$ cat src/rtl/alarm_ringer_pkg.sv
// Shared types and constants for the alarm ringer.
// State encoding, BCD zero and parameter defaults.
package alarm_ringer_pkg;

    typedef enum logic [1:0] {
        IDLE   = 2'd0,
        RING   = 2'd1,
        SNOOZE = 2'd2
    } state_e;

    localparam logic [7:0] BCD_ZERO = 8'h00;

    localparam int RING_SECS_DEF   = 60;
    localparam int SNOOZE_SECS_DEF = 300;
    localparam int MAX_SNOOZE_DEF  = 3;

    // Bits needed to count up to the longer of the two periods.
    function automatic int timer_width(input int a, input int b);
        int m;
        m = (a > b) ? a : b;
        return (m > 1) ? $clog2(m) : 1;
    endfunction

endpackage

$ cat src/rtl/alarm_ringer_if.sv
// Time/alarm inputs and buzzer status outputs of the ringer.
// master drives time and keys, slave is the ringer.
interface alarm_ringer_if;
    logic [7:0] Hour;
    logic [7:0] Minute;
    logic [7:0] Second;
    logic [7:0] AHour;
    logic [7:0] AMinute;
    logic       alarm_en;
    logic       snooze_key;
    logic       stop_key;
    logic       ringing;
    logic       beep;
    logic       snoozing;
    logic [1:0] snooze_cnt;

    modport master (
        output Hour, Minute, Second, AHour, AMinute,
        output alarm_en, snooze_key, stop_key,
        input  ringing, beep, snoozing, snooze_cnt
    );

    modport slave (
        input  Hour, Minute, Second, AHour, AMinute,
        input  alarm_en, snooze_key, stop_key,
        output ringing, beep, snoozing, snooze_cnt
    );
endinterface

$ cat src/rtl/alarm_ringer_key.sv
// Rising-edge detector for a debounced key level.
// A held key produces a single one-cycle pulse.
module key_pulse (
    input  logic clk_1,
    input  logic ncr,
    input  logic key_in,
    output logic pulse
);

    logic key_q;
    logic key_d;

    // Next history value is simply the current level.
    always_comb begin
        key_d = key_in;
    end

    // Remember last cycle's level; cleared by reset.
    always_ff @(posedge clk_1) begin
        if (ncr) begin
            key_q <= 1'b0;
        end else begin
            key_q <= key_d;
        end
    end

    assign pulse = key_in & ~key_q;

endmodule

$ cat src/rtl/alarm_ringer.sv
// Alarm comparator and ring/snooze/stop state machine.
// One clk_1 cycle is one second of wall time.
module alarm_ringer
    import alarm_ringer_pkg::*;
#(
    parameter int RING_SECS   = RING_SECS_DEF,
    parameter int SNOOZE_SECS = SNOOZE_SECS_DEF,
    parameter int MAX_SNOOZE  = MAX_SNOOZE_DEF
) (
    input  logic           clk_1,
    input  logic           ncr,
    alarm_ringer_if.slave  bus
);

    localparam int TW = timer_width(RING_SECS, SNOOZE_SECS);

    localparam logic [TW-1:0] RING_LAST   = TW'(RING_SECS - 1);
    localparam logic [TW-1:0] SNOOZE_LAST = TW'(SNOOZE_SECS - 1);
    localparam logic [TW-1:0] TIMER_MAX   = {TW{1'b1}};
    localparam logic [1:0]    CNT_MAX     = 2'(MAX_SNOOZE);

    state_e        state_q, state_d;
    logic [TW-1:0] timer_q, timer_d;
    logic [1:0]    cnt_q, cnt_d;
    logic          phase_q, phase_d;
    logic          match_q, match_d;

    logic          match;
    logic          trigger;
    logic          snz;
    logic          stp;
    logic [TW-1:0] timer_inc;

    key_pulse u_snz (
        .clk_1  (clk_1),
        .ncr    (ncr),
        .key_in (bus.snooze_key),
        .pulse  (snz)
    );

    key_pulse u_stp (
        .clk_1  (clk_1),
        .ncr    (ncr),
        .key_in (bus.stop_key),
        .pulse  (stp)
    );

    // Alarm match: straight BCD compare, first second of the minute.
    always_comb begin
        match   = bus.alarm_en
                & (bus.Hour == bus.AHour)
                & (bus.Minute == bus.AMinute)
                & (bus.Second == BCD_ZERO);
        match_d = match;
        trigger = match & ~match_q;
    end

    // Saturating second counter increment.
    always_comb begin
        timer_inc = (timer_q == TIMER_MAX) ? timer_q : timer_q + 1'b1;
    end

    // Next-state logic; disable and stop outrank snooze and timeouts.
    always_comb begin
        state_d = state_q;
        timer_d = timer_q;
        cnt_d   = cnt_q;
        phase_d = phase_q;
        unique case (state_q)
            IDLE: begin
                if (trigger) begin
                    state_d = RING;
                    timer_d = '0;
                    phase_d = 1'b0;
                    cnt_d   = 2'd0;
                end
            end
            RING: begin
                if (!bus.alarm_en || stp) begin
                    state_d = IDLE;
                    timer_d = '0;
                    phase_d = 1'b0;
                    cnt_d   = 2'd0;
                end else if (snz || timer_q == RING_LAST) begin
                    timer_d = '0;
                    phase_d = 1'b0;
                    if (cnt_q < CNT_MAX) begin
                        state_d = SNOOZE;
                        cnt_d   = cnt_q + 2'd1;
                    end else begin
                        state_d = IDLE;
                        cnt_d   = 2'd0;
                    end
                end else begin
                    timer_d = timer_inc;
                    phase_d = ~phase_q;
                end
            end
            SNOOZE: begin
                if (!bus.alarm_en || stp) begin
                    state_d = IDLE;
                    timer_d = '0;
                    phase_d = 1'b0;
                    cnt_d   = 2'd0;
                end else if (timer_q == SNOOZE_LAST) begin
                    state_d = RING;
                    timer_d = '0;
                    phase_d = 1'b0;
                end else begin
                    timer_d = timer_inc;
                end
            end
            default: begin
                state_d = IDLE;
                timer_d = '0;
                phase_d = 1'b0;
                cnt_d   = 2'd0;
            end
        endcase
    end

    // FSM, timer, phase and match history registers.
    always_ff @(posedge clk_1) begin
        if (ncr) begin
            state_q <= IDLE;
            timer_q <= '0;
            cnt_q   <= 2'd0;
            phase_q <= 1'b0;
            match_q <= 1'b0;
        end else begin
            state_q <= state_d;
            timer_q <= timer_d;
            cnt_q   <= cnt_d;
            phase_q <= phase_d;
            match_q <= match_d;
        end
    end

    assign bus.ringing    = (state_q == RING);
    assign bus.beep       = (state_q == RING) & ~phase_q;
    assign bus.snoozing   = (state_q == SNOOZE);
    assign bus.snooze_cnt = cnt_q;

endmodule
$ cat src/flat_wrapper.sv
// flat-port wrapper written by rule: the top's interface ports become plain ports
module alarm_ringer_flat import alarm_ringer_pkg::*;
#(
    parameter int RING_SECS   = RING_SECS_DEF,
    parameter int SNOOZE_SECS = SNOOZE_SECS_DEF,
    parameter int MAX_SNOOZE  = MAX_SNOOZE_DEF
)
  (clk_1, ncr, bus_Hour, bus_Minute, bus_Second, bus_AHour, bus_AMinute, bus_alarm_en, bus_snooze_key, bus_stop_key, bus_ringing, bus_beep, bus_snoozing, bus_snooze_cnt);
  alarm_ringer_if bus_i ();
  input  logic clk_1;
  input  logic ncr;
  input wire logic [$bits(bus_i.Hour)-1:0] bus_Hour;
  input wire logic [$bits(bus_i.Minute)-1:0] bus_Minute;
  input wire logic [$bits(bus_i.Second)-1:0] bus_Second;
  input wire logic [$bits(bus_i.AHour)-1:0] bus_AHour;
  input wire logic [$bits(bus_i.AMinute)-1:0] bus_AMinute;
  input wire logic [$bits(bus_i.alarm_en)-1:0] bus_alarm_en;
  input wire logic [$bits(bus_i.snooze_key)-1:0] bus_snooze_key;
  input wire logic [$bits(bus_i.stop_key)-1:0] bus_stop_key;
  output wire logic [$bits(bus_i.ringing)-1:0] bus_ringing;
  output wire logic [$bits(bus_i.beep)-1:0] bus_beep;
  output wire logic [$bits(bus_i.snoozing)-1:0] bus_snoozing;
  output wire logic [$bits(bus_i.snooze_cnt)-1:0] bus_snooze_cnt;
  assign bus_i.Hour = bus_Hour;
  assign bus_i.Minute = bus_Minute;
  assign bus_i.Second = bus_Second;
  assign bus_i.AHour = bus_AHour;
  assign bus_i.AMinute = bus_AMinute;
  assign bus_i.alarm_en = bus_alarm_en;
  assign bus_i.snooze_key = bus_snooze_key;
  assign bus_i.stop_key = bus_stop_key;
  assign bus_ringing = bus_i.ringing;
  assign bus_beep = bus_i.beep;
  assign bus_snoozing = bus_i.snoozing;
  assign bus_snooze_cnt = bus_i.snooze_cnt;
  alarm_ringer #(.RING_SECS(RING_SECS), .SNOOZE_SECS(SNOOZE_SECS), .MAX_SNOOZE(MAX_SNOOZE)) u_core (.clk_1(clk_1), .ncr(ncr), .bus(bus_i));
endmodule
$ cat config.mk
export PLATFORM = sky130hd
export DESIGN_NAME = alarm_ringer_flat
export DESIGN_NICKNAME = d
export VERILOG_FILES = /design/src/rtl/alarm_ringer_pkg.sv /design/src/rtl/alarm_ringer_if.sv /design/src/rtl/alarm_ringer_key.sv /design/src/rtl/alarm_ringer.sv /design/src/flat_wrapper.sv
export SDC_FILE = /design/constraint.sdc
export NUM_CORES = 1
export LEC_CHECK = 0
export CORE_ASPECT_RATIO = 1.1
export CORE_MARGIN = 2
export CORE_UTILIZATION = 43
export CTS_CLUSTER_DIAMETER = 40
export DETAILED_ROUTE_END_ITERATION = 10
export HOLD_SLACK_MARGIN = 0.08
export PLACE_DENSITY_LB_ADDON = 0.05
export SYNTH_ARGS = -nofsm -noshare
export SYNTH_HDL_FRONTEND = slang
export SYNTH_HIERARCHICAL = 1
export SYNTH_SLANG_ARGS = --single-unit
$ cat constraint.sdc
create_clock -name clk_1 -period 2.4 [get_ports clk_1]
set_input_delay 0.24 -clock clk_1 [delete_from_list [all_inputs] [get_ports clk_1]]
set_output_delay 0.24 -clock clk_1 [all_outputs]
set_load 0.02 [all_outputs]
Word level (Yosys, flattened, before mapping)
Index checks and enable logic that the tools add are counted.
{"block": "word_totals", "elab_cells": 66, "ff_bits": 17, "input_bits": 45, "output_inout_bits": 5}
{"block": "classes", "n_bitwise": 11, "eq_ne": 11, "n_mux": 26, "addsub": 2, "magnitude_cmp": 1, "n_reduce_logical": 8}
{"cell": "$mux W9", "n": 6}
{"cell": "$pmux W9 S3", "n": 1}
{"cell": "$mux W2", "n": 11}
{"cell": "$eq A9 B9 Y1 const B", "n": 2}
{"cell": "$eq A8 B8 Y1", "n": 2}
{"cell": "$pmux W2 S3", "n": 2}
{"cell": "$add A9 B1 Y9 const B", "n": 1}
{"cell": "$eq A9 B6 Y1 const B", "n": 1}
{"cell": "$logic_not A8 Y1", "n": 1}
{"cell": "$and A1 B1 Y1", "n": 7}
{"cell": "$ne A3 B1 Y1 const B", "n": 2}
{"cell": "$reduce_and A3 Y1", "n": 2}
{"cell": "$mux W1", "n": 5}
{"cell": "$ne A2 B1 Y1 const B", "n": 2}
{"cell": "$not A1 Y1", "n": 4}
{"cell": "$pmux W1 S3", "n": 1}
{"cell": "$add A2 B1 Y2 const B", "n": 1}
{"cell": "$eq A2 B1 Y1 const B", "n": 1}
{"cell": "$eq A2 B2 Y1 const B", "n": 1}
{"cell": "$logic_not A2 Y1", "n": 1}
{"cell": "$logic_or A1 B1 Y1", "n": 2}
{"cell": "$lt A2 B2 Y1 const B", "n": 1}
{"cell": "$reduce_and A2 Y1", "n": 1}
{"cell": "$logic_not A1 Y1", "n": 1}

Longest topological paths before layout
{"block": "depth", "word_depth": 7, "mapped_depth": 9, "depth_no_buf": 8}

By module
The synthesis kept the hierarchy.
{"mod": "alarm_ringer", "cells_each": 138, "seq_area_each_um2": 300.3, "instances": 1, "area_per_inst_um2": 1119.8}
{"mod": "key_pulse", "cells_each": 3, "seq_area_each_um2": 20.0, "instances": 2, "area_per_inst_um2": 47.5}

Least setup slack after synthesis
OpenSTA, ideal clock, no wires.
{"block": "synth_timing", "path_kind": "reg2reg", "startpoint": "register u_core.state_q[1]", "endpoint": "register u_core.timer_q[1]", "setup_slack_ps": 112, "t_required_ps": 2307, "arrival_time_ps": 2195, "stages_incl_launch_ff": 9, "setup_ps": 93, "synth_period_minus_slack_ps": 2288, "path_cell_list": "dfxtp_1 -> inv_1 -> ha_1 -> nor4bb_1 -> o22a_1 -> o221a_2 -> clkbuf_1 -> nand3_1 -> o32ai_1"}
{"block": "synth_via", "elab_chain_cells": 2}
{"element": "start: declaration", "line": "alarm_ringer.sv:22", "text": "state_e state_q, state_d;"}
{"element": "start signal: assignment", "line": "alarm_ringer.sv:131", "text": "state_q <= state_d;"}
{"element": "$eq A2 B1 Y1"}
{"element": "named net bus_ringing", "line": "flat_wrapper.sv:20", "text": "output wire logic [$bits(bus_i.ringing)-1:0] bus_ringing;"}
{"element": "$pmux W9 S3", "line": "alarm_ringer.sv:69", "text": "unique case (state_q)"}
{"element": "end signal: assignment", "line": "alarm_ringer.sv:132", "text": "timer_q <= timer_d;"}
{"element": "end: declaration", "line": "alarm_ringer.sv:23", "text": "logic [TW-1:0] timer_q, timer_d;"}
The timed path passes the listed nets, and every way through them passes these cells.
A chain may end at the register's enable or synchronous reset.

Worst setup path in the final report
{"block": "layout_timing", "startpoint": "register u_core.timer_q[1]", "endpoint": "register u_core.cnt_q[1] (netlist: u_core/bus.snooze_cnt[1])"}
{"block": "layout_via", "elab_chain_cells": 4}
{"element": "$eq A9 B6 Y1", "line": "alarm_ringer.sv:84", "text": "end else if (snz || timer_q == RING_LAST) begin"}
{"element": "$logic_or A1 B1 Y1", "line": "alarm_ringer.sv:84"}
{"element": "$ne A3 B1 Y1 (no source line)"}
{"element": "$reduce_and A3 Y1 (no source line)"}
{"element": "end signal: assignment", "line": "alarm_ringer.sv:133", "text": "cnt_q <= cnt_d;"}
{"element": "end: declaration", "line": "alarm_ringer.sv:24", "text": "logic [1:0] cnt_q, cnt_d;"}
Every way passes these cells.

==> summary.txt <==
Routing
  • Final WL: 3.32 mm
  • Final ANT Viol Nets: 0
  • DR vias: 1311
  • Post-DR vias/cell: 5.60
  • Number of remaining DRC errors: 0
  • Drt pass-1 iters: 4
  • Iteration-0 DRC Markers: 59
  • Routed len/inst: 14.2 µm

Logic synthesis
  • Gate Count Post-Synth: 144
  • Warnings from Yosys: 6
  • Yosys reg bits: 17
  • Yosys cell types: 37
  • Synth top area share: 28.0%
  • Largest cells by area after synthesis: dfxtp_1 (28%), xor2_1 (9.4%), ha_1 (6.2%), nand2b_1 (5.1%), nor2b_4 (4.5%)
  • Synthesized area: 1210 µm²
  • Mapped Nets: 195
  • Post-synth top area cell: dfxtp_1
  • Syn_area_per_cell: 8.44 µm²
  • Seq/Total Area, Yosys: 28.0%

Clock network
  • CTS max path bufs: 2
  • H-Tree Depth: 1
  • CTS Hold Bufs: 0
  • Root Buffer: clkbuf_4
  • Worst skew pair latency: 280 ps
  • CTS Sinks: 17
  • Cts repair resizes: 0
  • CTS Buf Count: 3
  • Clock slew at reported path FFs: 100 ps
  • CTS tree: yes
  • Post-CTS Setup Inserts: 0

Timing
  • Worst slew margin: 63.6%
  • Final hold violations: 0
  • Tmin final: 2290 ps
  • Post-Route Skew: 2.34 ps
  • Final period util: 95.2%
  • Fmax: 438 MHz
  • Final Max Tran Viols: 0
  • Unrepaired setup endpoints after global routing: false
  • Worst hold slack: 512 ps
  • Worst Tran Pin Value: 545 ps
  • Fin Setup TNS: 0 ps
  • Setup Viol. Count Final: 0

Layout
  • Layout cells sized above 1: 9.95%
  • Multi-input logic area: 847 µm²
  • Reg area: 342 µm²
  • Most frequent cells in the layout: clkdlybuf4s50_1 (49), dfxtp_1 (16), xor2_1 (13)
  • Nets@finish: 253
  • Diode count: 0
  • Area delta synth->final: 49.9%
  • Leading cell type in the layout, fill and taps excluded: clkdlybuf4s50_1
  • Fillcell total: 241

Global routing
  • Largest net degree at the start of global routing: 16
  • Overall Global Routing Usage: 21.2%
  • First-pass GRT wire length: 5.12 mm
  • Initial antenna violation count: 0
  • Overflow after GRT: 0
  • Vias in the first global route: 1266

Min path
  • Worst min path class: flip-flop to flip-flop

Setup path
  • Critical Path Fanout Max: 4
  • Critical path launch point type: flip-flop
  • Crit path DAT: 2510 ps
  • Crit Path Class: flip-flop to flip-flop
  • Crit. End Element: flip-flop
  • Crit path required time: 2620 ps

Power
  • Net switching power: 0.000121 W
  • Sw frac: 21.8%
  • Leak: 0.677 nW
  • Comb pwr share: 21.6%
  • Flop pwr share: 51.3%
  • Clock power share: 27.1%
  • Pint: 0.000434 W
  • Tot Pwr: 0.000555 W
  • PD cells: 305 nW/µm²
  • VDD IR max: 0.273 mV

Die
  • Placeable Area: 2730 µm²
  • Site Rows: 20
  • Die ar.: 3270 µm²
  • Die Span Y: 59.8 µm
  • I/O Pins: 50
  • Die W: 54.7 µm
  • Starting Density: 44.5%

Place
  • GP Congestion: 0.833
  • Buffers on Ports: 49
  • Dpl hpwl: 2.75 mm

Job
  • Max cap viols: 0

Status
  • Status: completed
-- metrics by stage --
stage | worst slack, ps | cells | area [µm²] | util (%)
2_1_floorplan | 112 | 144 | 1210 | -
3_3_place_gp | -116 | 230 | 1790 | 65.7
3_5_place_dp | -153 | 230 | 1790 | 65.7
4_1_cts | 38.0 | 234 | 1820 | 66.7
5_1_grt | 2.63 | 234 | 1820 | 66.8
6_report | 115 | 234 | 1820 | 66.8
-- sequential cells by signal, summed over array words and instances (netlist names) --
name	count
u_core/phase_q	1
u_core/bus.snooze_cnt	2
u_core/u_snz/key_q	1
u_core/timer_q	9
u_core/state_q	2
u_core/u_stp/key_q	1
u_core/match_q	1
-- worst max-delay path, cell delays in order (launching register included) --
cell      delay, ps
dfxtp_1         390
ha_2            230
nand2b_1         90
or4_1           560
o21ai_1         190
nand2b_1        110
or4b_1          490
a21oi_1         150
-- kinds of logic after synthesis --
family	after synthesis	share of synthesized area, %
AO/OA/AOI/OAI	31	17.4
XOR/XNOR	16	11.5
adder cells (fa/ha/maj)	6	6.18
buffers and inverters	8	2.47
flip-flops	17	28.0
multiplexers	2	1.65
AND/OR/NAND/NOR	64	32.7
-- worst paths after layout --
path | start | endpoint | slack, ps | cells after the start
worst max-delay path | u_core/timer_q[1] | u_core/bus.snooze_cnt[1] | 110 | 7
worst min-delay path | u_core/bus.snooze_cnt[0] | u_core/bus.snooze_cnt[0] | 510 | 2
worst max register to register | u_core/timer_q[1] | u_core/bus.snooze_cnt[1] | 110 | 7
worst min register to register | u_core/bus.snooze_cnt[0] | u_core/bus.snooze_cnt[0] | 510 | 2
-- metal layers --
metal  vias to the layer above  wire length [µm]  global-route usage (%)
met5                         -                 0                       0
met4                         0                48                    10.7
met3                         6               391                    5.75
met2                        61              1670                    38.6
met1                       601              1210                    21.2
li1                        643                 -                       -
-- final cells by class --
| class | count | area share [%] |
|---|---|---|
| Inverter | 4 | 0.824 |
| Sequential cell | 17 | 18.7 |
| Tap cell | 33 | 2.27 |
| Timing Repair Buffer | 57 | 30.2 |
| Clock buffer | 4 | 1.44 |
| Multi-Input combinational cell | 119 | 46.5 |
-- synthesized netlist by cell type --
cell type / count
a21boi_0: 1
a21oi_1: 10
a31oi_1: 1
a41oi_1: 2
and2_1: 1
and3_1: 2
and3b_1: 1
clkbuf_1: 4
dfxtp_1: 17
ha_1: 6
inv_1: 4
mux2i_1: 2
nand2_1: 7
nand2b_1: 10
nand3_1: 7
nand3b_1: 2
nand4_1: 3
nor2_1: 6
nor2b_1: 2
nor2b_4: 4
nor3_1: 5
nor4_1: 6
nor4bb_1: 1
o21a_1: 2
o21ai_0: 7
o221a_2: 1
o22a_1: 1
o22ai_1: 1
o32ai_1: 3
o41a_1: 1
o41ai_2: 1
or2_2: 1
or3_1: 3
or4_1: 2
or4b_1: 1
xnor2_1: 3
xor2_1: 13
-- power groups by stage --
stage | clock [W] | combinational (W) | sequential (W)
after floorplan | 0 | 0.0000361 | 0.000291
after global placement | 0 | 0.000118 | 0.000292
after detailed placement | 0 | 0.000121 | 0.000292
after CTS | 0.000159 | 0.000121 | 0.000285
after global routing | 0.000174 | 0.000130 | 0.000285
final | 0.000151 | 0.000120 | 0.000285
(Power assumes the default switching activity.)
